$ cat src/rtl/multicycle_ctrl_hs.sv
// multicycle_ctrl_hs: multicycle MIPS control FSM for variable-latency memory.
// The FSM raises mem_req in FETCH, MEMRD and MEMWR. It holds each of those states
// until mem_ready arrives. If the memory stalls for TIMEOUT cycles, the FSM enters
// a sticky FAULT state that only reset clears.
// Optional feature macro: MC_EXT_OPS_EN adds ADDI (ADDIEX/ADDIWB) and J (JEX).
module multicycle_ctrl_hs #(
  parameter int unsigned TIMEOUT      = 16,
  parameter bit          ILLEGAL_TRAP = 1'b0
) (
  input  logic       clk,
  input  logic       reset,
  input  logic [5:0] op,
  input  logic [5:0] funct,
  input  logic       zero,
  input  logic       mem_ready,
  output logic       mem_req,
  output logic       memwrite,
  output logic       pcen,
  output logic       irwrite,
  output logic       regwrite,
  output logic       alusrca,
  output logic       iord,
  output logic       memtoreg,
  output logic       regdst,
  output logic [1:0] alusrcb,
  output logic [1:0] pcsrc,
  output logic [2:0] alucontrol,
  output logic       illegal,
  output logic       fault,
  output logic [3:0] state
);

  localparam int CW = $clog2(TIMEOUT + 1);
  localparam logic [CW-1:0] CNT_LAST = CW'(TIMEOUT - 1);
  localparam logic [CW-1:0] CNT_ONE  = CW'(1);
  localparam logic [CW-1:0] CNT_ZERO = CW'(0);

  localparam logic [5:0] OP_RTYPE = 6'b000000;
  localparam logic [5:0] OP_LW    = 6'b100011;
  localparam logic [5:0] OP_SW    = 6'b101011;
  localparam logic [5:0] OP_BEQ   = 6'b000100;
`ifdef MC_EXT_OPS_EN
  localparam logic [5:0] OP_ADDI  = 6'b001000;
  localparam logic [5:0] OP_J     = 6'b000010;
`endif

  localparam logic [2:0] ALU_ADD = 3'b010;
  localparam logic [2:0] ALU_SUB = 3'b110;
  localparam logic [2:0] ALU_AND = 3'b000;
  localparam logic [2:0] ALU_OR  = 3'b001;
  localparam logic [2:0] ALU_SLT = 3'b111;

  typedef enum logic [3:0] {
    S_FETCH   = 4'd0,
    S_DECODE  = 4'd1,
    S_MEMADR  = 4'd2,
    S_MEMRD   = 4'd3,
    S_MEMWB   = 4'd4,
    S_MEMWR   = 4'd5,
    S_RTYPEEX = 4'd6,
    S_RTYPEWB = 4'd7,
    S_BEQEX   = 4'd8,
    S_ADDIEX  = 4'd9,
    S_ADDIWB  = 4'd10,
    S_JEX     = 4'd11,
    S_FAULT   = 4'd15
  } state_t;

  // Strobes that depend only on the state; they are registered one cycle early
  // from the next state so the outputs leave flops.
  typedef struct packed {
    logic       mem_req;
    logic       memwrite;
    logic       pcen;
    logic       regwrite;
    logic       alusrca;
    logic       iord;
    logic       memtoreg;
    logic       regdst;
    logic [1:0] alusrcb;
    logic [1:0] pcsrc;
    logic [2:0] alucontrol;
    logic       fault;
  } ctrl_t;

  localparam int CTRL_W = $bits(ctrl_t);

  function automatic ctrl_t base_of(input state_t s);
    ctrl_t c;
    c = ctrl_t'({CTRL_W{1'b0}});
    case (s)
      S_FETCH: begin
        c.mem_req    = 1'b1;
        c.alusrcb    = 2'b01;
        c.alucontrol = ALU_ADD;
      end
      S_DECODE: begin
        c.alusrcb    = 2'b11;
        c.alucontrol = ALU_ADD;
      end
      S_MEMADR: begin
        c.alusrca    = 1'b1;
        c.alusrcb    = 2'b10;
        c.alucontrol = ALU_ADD;
      end
      S_MEMRD: begin
        c.mem_req = 1'b1;
        c.iord    = 1'b1;
      end
      S_MEMWB: begin
        c.regwrite = 1'b1;
        c.memtoreg = 1'b1;
      end
      S_MEMWR: begin
        c.mem_req  = 1'b1;
        c.memwrite = 1'b1;
        c.iord     = 1'b1;
      end
      S_RTYPEEX: begin
        c.alusrca = 1'b1;
        c.alusrcb = 2'b00;
      end
      S_RTYPEWB: begin
        c.regwrite = 1'b1;
        c.regdst   = 1'b1;
      end
      S_BEQEX: begin
        c.alusrca    = 1'b1;
        c.alusrcb    = 2'b00;
        c.pcsrc      = 2'b01;
        c.alucontrol = ALU_SUB;
      end
`ifdef MC_EXT_OPS_EN
      S_ADDIEX: begin
        c.alusrca    = 1'b1;
        c.alusrcb    = 2'b10;
        c.alucontrol = ALU_ADD;
      end
      S_ADDIWB: begin
        c.regwrite = 1'b1;
      end
      S_JEX: begin
        c.pcsrc = 2'b10;
        c.pcen  = 1'b1;
      end
`endif
      S_FAULT: begin
        c.fault = 1'b1;
      end
      default: begin
        c = ctrl_t'({CTRL_W{1'b0}});
      end
    endcase
    return c;
  endfunction

  state_t        state_q, state_d;
  logic [CW-1:0] cnt_q, cnt_d;
  ctrl_t         base_q;

  state_t        op_next_s;
  logic          op_bad_s;
  logic [2:0]    alu_funct_s;
  logic          funct_bad_s;

  // Opcode decode: the DECODE successor, or the illegal-instruction outcome.
  always_comb begin
    op_next_s = S_FETCH;
    op_bad_s  = 1'b0;
    case (op)
      OP_LW, OP_SW: op_next_s = S_MEMADR;
      OP_RTYPE:     op_next_s = S_RTYPEEX;
      OP_BEQ:       op_next_s = S_BEQEX;
`ifdef MC_EXT_OPS_EN
      OP_ADDI:      op_next_s = S_ADDIEX;
      OP_J:         op_next_s = S_JEX;
`endif
      default: begin
        op_bad_s  = 1'b1;
        op_next_s = ILLEGAL_TRAP ? S_FAULT : S_FETCH;
      end
    endcase
  end

  // Function-field decode for R-type ALU operations.
  always_comb begin
    alu_funct_s = ALU_AND;
    funct_bad_s = 1'b0;
    case (funct)
      6'b100000: alu_funct_s = ALU_ADD;
      6'b100010: alu_funct_s = ALU_SUB;
      6'b100100: alu_funct_s = ALU_AND;
      6'b100101: alu_funct_s = ALU_OR;
      6'b101010: alu_funct_s = ALU_SLT;
      default:   funct_bad_s = 1'b1;
    endcase
  end

  // Next state and wait counter; memory states hold until mem_ready or timeout.
  always_comb begin
    state_d = state_q;
    cnt_d   = cnt_q;
    case (state_q)
      S_FETCH, S_MEMRD, S_MEMWR: begin
        if (mem_ready) begin
          if (state_q == S_FETCH) begin
            state_d = S_DECODE;
          end else if (state_q == S_MEMRD) begin
            state_d = S_MEMWB;
          end else begin
            state_d = S_FETCH;
          end
        end else if (cnt_q == CNT_LAST) begin
          state_d = S_FAULT;
        end else begin
          cnt_d = cnt_q + CNT_ONE;
        end
      end
      S_DECODE:  state_d = op_next_s;
      S_MEMADR:  state_d = (op == OP_SW) ? S_MEMWR : S_MEMRD;
      S_MEMWB:   state_d = S_FETCH;
      S_RTYPEEX: begin
        if (funct_bad_s) begin
          state_d = ILLEGAL_TRAP ? S_FAULT : S_FETCH;
        end else begin
          state_d = S_RTYPEWB;
        end
      end
      S_RTYPEWB: state_d = S_FETCH;
      S_BEQEX:   state_d = S_FETCH;
`ifdef MC_EXT_OPS_EN
      S_ADDIEX:  state_d = S_ADDIWB;
      S_ADDIWB:  state_d = S_FETCH;
      S_JEX:     state_d = S_FETCH;
`endif
      S_FAULT:   state_d = S_FAULT;
      default:   state_d = S_FAULT;
    endcase
    if (state_d != state_q) begin
      cnt_d = CNT_ZERO;
    end else begin
      cnt_d = cnt_d;
    end
  end

  // State, wait counter and registered state strobes; reset abandons any access.
  always_ff @(posedge clk) begin
    if (reset) begin
      state_q <= S_FETCH;
      cnt_q   <= CNT_ZERO;
      base_q  <= base_of(S_FETCH);
    end else begin
      state_q <= state_d;
      cnt_q   <= cnt_d;
      base_q  <= base_of(state_d);
    end
  end

  // A FETCH commits only in its mem_ready cycle; beq loads the PC only when zero is set.
  assign irwrite    = (state_q == S_FETCH) & mem_ready;
  assign pcen       = base_q.pcen | ((state_q == S_FETCH) & mem_ready) |
                      ((state_q == S_BEQEX) & zero);
  assign alucontrol = (state_q == S_RTYPEEX) ? alu_funct_s : base_q.alucontrol;
  assign illegal    = ((state_q == S_DECODE) & op_bad_s) |
                      ((state_q == S_RTYPEEX) & funct_bad_s);

  assign mem_req  = base_q.mem_req;
  assign memwrite = base_q.memwrite;
  assign regwrite = base_q.regwrite;
  assign alusrca  = base_q.alusrca;
  assign iord     = base_q.iord;
  assign memtoreg = base_q.memtoreg;
  assign regdst   = base_q.regdst;
  assign alusrcb  = base_q.alusrcb;
  assign pcsrc    = base_q.pcsrc;
  assign fault    = base_q.fault;
  assign state    = state_q;

endmodule

$ cat config.mk
export PLATFORM = sky130hd
export DESIGN_NAME = multicycle_ctrl_hs
export DESIGN_NICKNAME = d
export VERILOG_FILES = /design/src/rtl/multicycle_ctrl_hs.sv
export SDC_FILE = /design/constraint.sdc
export NUM_CORES = 1
export LEC_CHECK = 0
export CELL_PAD_IN_SITES_DETAIL_PLACEMENT = 0
export CELL_PAD_IN_SITES_GLOBAL_PLACEMENT = 2
export CORE_MARGIN = 3
export CORE_UTILIZATION = 25
export CTS_BUF_LIST = sky130_fd_sc_hd__clkbuf_8
export DETAILED_ROUTE_END_ITERATION = 7
export GPL_TIMING_DRIVEN = 0
export PLACE_DENSITY_LB_ADDON = 0.1
export SLEW_MARGIN = 20
export SYNTH_ARGS = -nofsm -noshare
export SYNTH_HDL_FRONTEND = slang
export SYNTH_SLANG_ARGS = --single-unit
export TNS_END_PERCENT = 1
$ cat constraint.sdc
create_clock -name clk -period 2.07 [get_ports clk]
set_input_delay 0.621 -clock clk [delete_from_list [all_inputs] [get_ports clk]]
set_output_delay 0.621 -clock clk [all_outputs]
set_load 0.02 [all_outputs]
==> impl_metrics.py <==
metrics = {
    "worst_setup_path": {
        "critical_path.endpoint": "illegal",
        "rr_startpoint": "cnt_q[1]$_SDFFE_PP0P_",
        "cp.required_ns": 1.45,
        "crit_arrival_ns": 1.52,
        "r2r_setup_slack_ns": -0.02,
        "startpoint": "op[1]",
        "end_kind": "output port",
        "crit_fanout": 3,
        "r2r-end": "cnt_q[0]$_SDFFE_PP0P_",
        "start_kind": "input port",
        "crit_type": "in2out",
        "reg2reg_depth": 10,
    },
    "final_layout": {
        "nNetsFinal": 242,
        "drive_above_1_share_pct": 43.05,
        "multi_input_area_um2": 1167,
        "diodes": 0,
        "final_cell_count_no_fill": 293,
        "seqCellArea_um2": 431.7,
        "area_delta_synth_final_pct": 67.69,
        "num-fill-cells": 523,
    },
    "timing": {
        "hold_violations": 0,
        "maxSlewHeadroom_pct": 63.43,
        "worstMarginPinSlew_ns": 0.5435,
        "rsz0062_at_grt": "true",
        "period_minus_slack_ns": 2.137,
        "fin_skew_ns": 0.001409,
        "setup-tns-final_ns": -0.1937,
        "finalCritPeriodShare_pct": 103.2,
        "final_max_slew_viol_count": 0,
        "finalSetupViolations": 7,
        "fin_ws_ns": -0.06713,
        "fin_hold_ws_ns": 0.5693,
        "clock.fmax_ghz": 0.4679,
    },
    "clocking": {
        "cts_buffers": 3,
        "htree_levels": 1,
        "cts_max_path_buffers": 2,
        "clkSlewWorstSetupHoldPaths_ns": 0.08,
        "tritoncts": "yes",
        "cts_num_sinks": 21,
        "cts_root_buf": "clkbuf_8",
        "clock_latency_ns": 0.26,
        "cts_hold_buf": 0,
    },
    "synthesis": {
        "synth_edf_count": 0,
        "ys_types": 54,
        "yosysMostFrequentCell": "dfxtp_1",
        "synthArstFlopShare_pct": 0,
        "yosysTopAreaCell": "dfxtp_1",
        "yosys_most_used_dff": "dfxtp_1",
        "synthTopCellsByArea": "dfxtp_1 (30%), nor2_1 (4.6%), nor4_1 (3.6%)",
        "synth_seq_area_share_pct": 30.24,
        "syn-num-nets": 187,
        "mappedNetlistArea_um2": 1390,
        "ys_warn_count": 0,
        "synth_top_cell_area_share_pct": 30.24,
        "syn-instance-count": 169,
        "synth_common_cells": "dfxtp_1 (21), nor2_1 (17), nor4_1 (8), nand2b_1 (7), o21ai_0 (7)",
        "syn_area_per_cell_um2": 8.225,
        "synth_seq_cells": 21,
    },
    "detailed_routing": {
        "num_vias": 1457,
        "ant_nets": 0,
        "drt-initial-drc-count": 118,
        "dr.pass1.iters": 4,
        "drc": 0,
        "routed_wl_um": 4346,
        "wl_per_cell_um": 14.83,
        "via_per_inst": 4.973,
    },
    "global_routing": {
        "grt_max_degree": 13,
        "grt.overflow.total": 0,
        "grt_usage_pct": 13.73,
        "grt_pass1_vias": 1538,
        "antenna_found_initial": 0,
        "grt_pass1_wl_um": 7162,
    },
    "die": {
        "initial_core_util_pct": 26.54,
        "core_um2": 5238,
        "rows": 26,
        "die_area_um2": 6491,
        "die_h_um": 80.57,
        "die_x_um": 80.57,
        "pin_count": 38,
    },
    "placed_design": {
        "gp_congestion": 0.8704,
        "dp_worst_setup_slack_ns": -1.092,
        "hpwl_um": 3040,
        "io_buffers": 36,
        "place_inst": 275,
    },
    "pwr": {
        "power.density_nw_per_um2": 406.4,
        "power.leakage_uw": 0.0008875,
        "vdd_drop_max_mv": 0.4064,
        "p_total_uw": 947.3,
    },
    "min_path": {
        "min_path_type": "reg2reg",
    },
    "status": {
        "outcome": "complete, but fails checks",
        "violations": "negative setup slack",
    },
    "run": {
        "drv_cap": 0,
    },
}
[layout make-up]
cell class	count	share of cell area, %
multi-input combinational	127	50.08
timing repair buffer	51	19.38
sequential	21	18.52
buffer	14	5.314
tap	70	3.757
clock buffer	3	1.771
inverter	6	0.9662
clock inverter	1	0.2147
[registers in the layout, summed over array words and instances (netlist names)]
register / count
regdst: 1
memwrite: 1
regwrite: 1
cnt_q: 5
alusrcb: 2
mem_req: 1
state: 4
pcsrc: 1
iord: 1
alusrca: 1
memtoreg: 1
fault: 1
base_q: 1
[layout by cell type, fill, tap and decap left out, types with 5 or more instances in the layout]
cell and count:
buf_2 6, buf_4 23, buf_6 10, clkdlybuf4s50_1 16, dfxtp_1 16, dlygate4sd2_1 5
inv_1 5, nand2_1 6, nand2b_1 5, nor2_1 10, o21ai_1 5
[metrics by stage]
stage,utilization [%],instance area [um^2]
after floorplan,-,1396
after global placement,35.21,1844
after detailed placement,35.21,1844
after CTS,42.36,2218
after global routing,44.51,2331
final,44.51,2331
[cell families after synthesis]
| kind of cell | Yosys count | synth area share (%) |
|---|---|---|
| compound gates | 38 | 20.25 |
| buf+inv | 21 | 8.820 |
| xor+xnor | 6 | 3.780 |
| mux | 4 | 2.970 |
| simple gates | 76 | 31.86 |
| other cells | 1 | 0.2698 |
| fa+ha+maj | 2 | 1.800 |
| flops | 21 | 30.24 |
[repair_timing]
action,in CTS,in global routing
pin swaps,24,17
setup endpoints to repair,26,22
buffers inserted,15,0
gates resized for setup,133,26
[worst max-delay path, stage by stage]
cell and delay (ns):
buf_6 0.10, nor4_4 0.32, nand3b_1 0.14, nand3_1 0.11, o21ai_1 0.07, buf_4 0.16
[power by group]
group	total [uW]	internal (uW)	switching, uW
clock network	268	134	134
registers	418	411	6.30
logic	262	127	135
total	947	672	275
[worst min-delay path by stage]
stage	startpoint	end	slack, ns	cells past startpoint
after floorplan	cnt_q[4]$_SDFFE_PP0P_	cnt_q[4]$_SDFFE_PP0P_	0.49	2
after global routing	cnt_q[3]$_SDFFE_PP0P_	cnt_q[3]$_SDFFE_PP0P_	0.59	2
final	cnt_q[4]$_SDFFE_PP0P_	cnt_q[4]$_SDFFE_PP0P_	0.57	2
after global placement	cnt_q[3]$_SDFFE_PP0P_	cnt_q[3]$_SDFFE_PP0P_	0.53	2
after detailed placement	cnt_q[4]$_SDFFE_PP0P_	cnt_q[4]$_SDFFE_PP0P_	0.52	2
after CTS	cnt_q[4]$_SDFFE_PP0P_	cnt_q[4]$_SDFFE_PP0P_	0.55	2
[metal layers]
| metal | up-vias | routed length [um] | global-route usage [%] |
|---|---|---|---|
| li1 | 722 | - | - |
| met1 | 700 | 1977 | 18.42 |
| met2 | 33 | 2162 | 23.34 |
| met3 | 2 | 179 | 1.457 |
| met4 | 0 | 26 | 3.378 |
| met5 | - | 0 | 0 |
No activity file was read; power rests on OpenSTA's default activity.
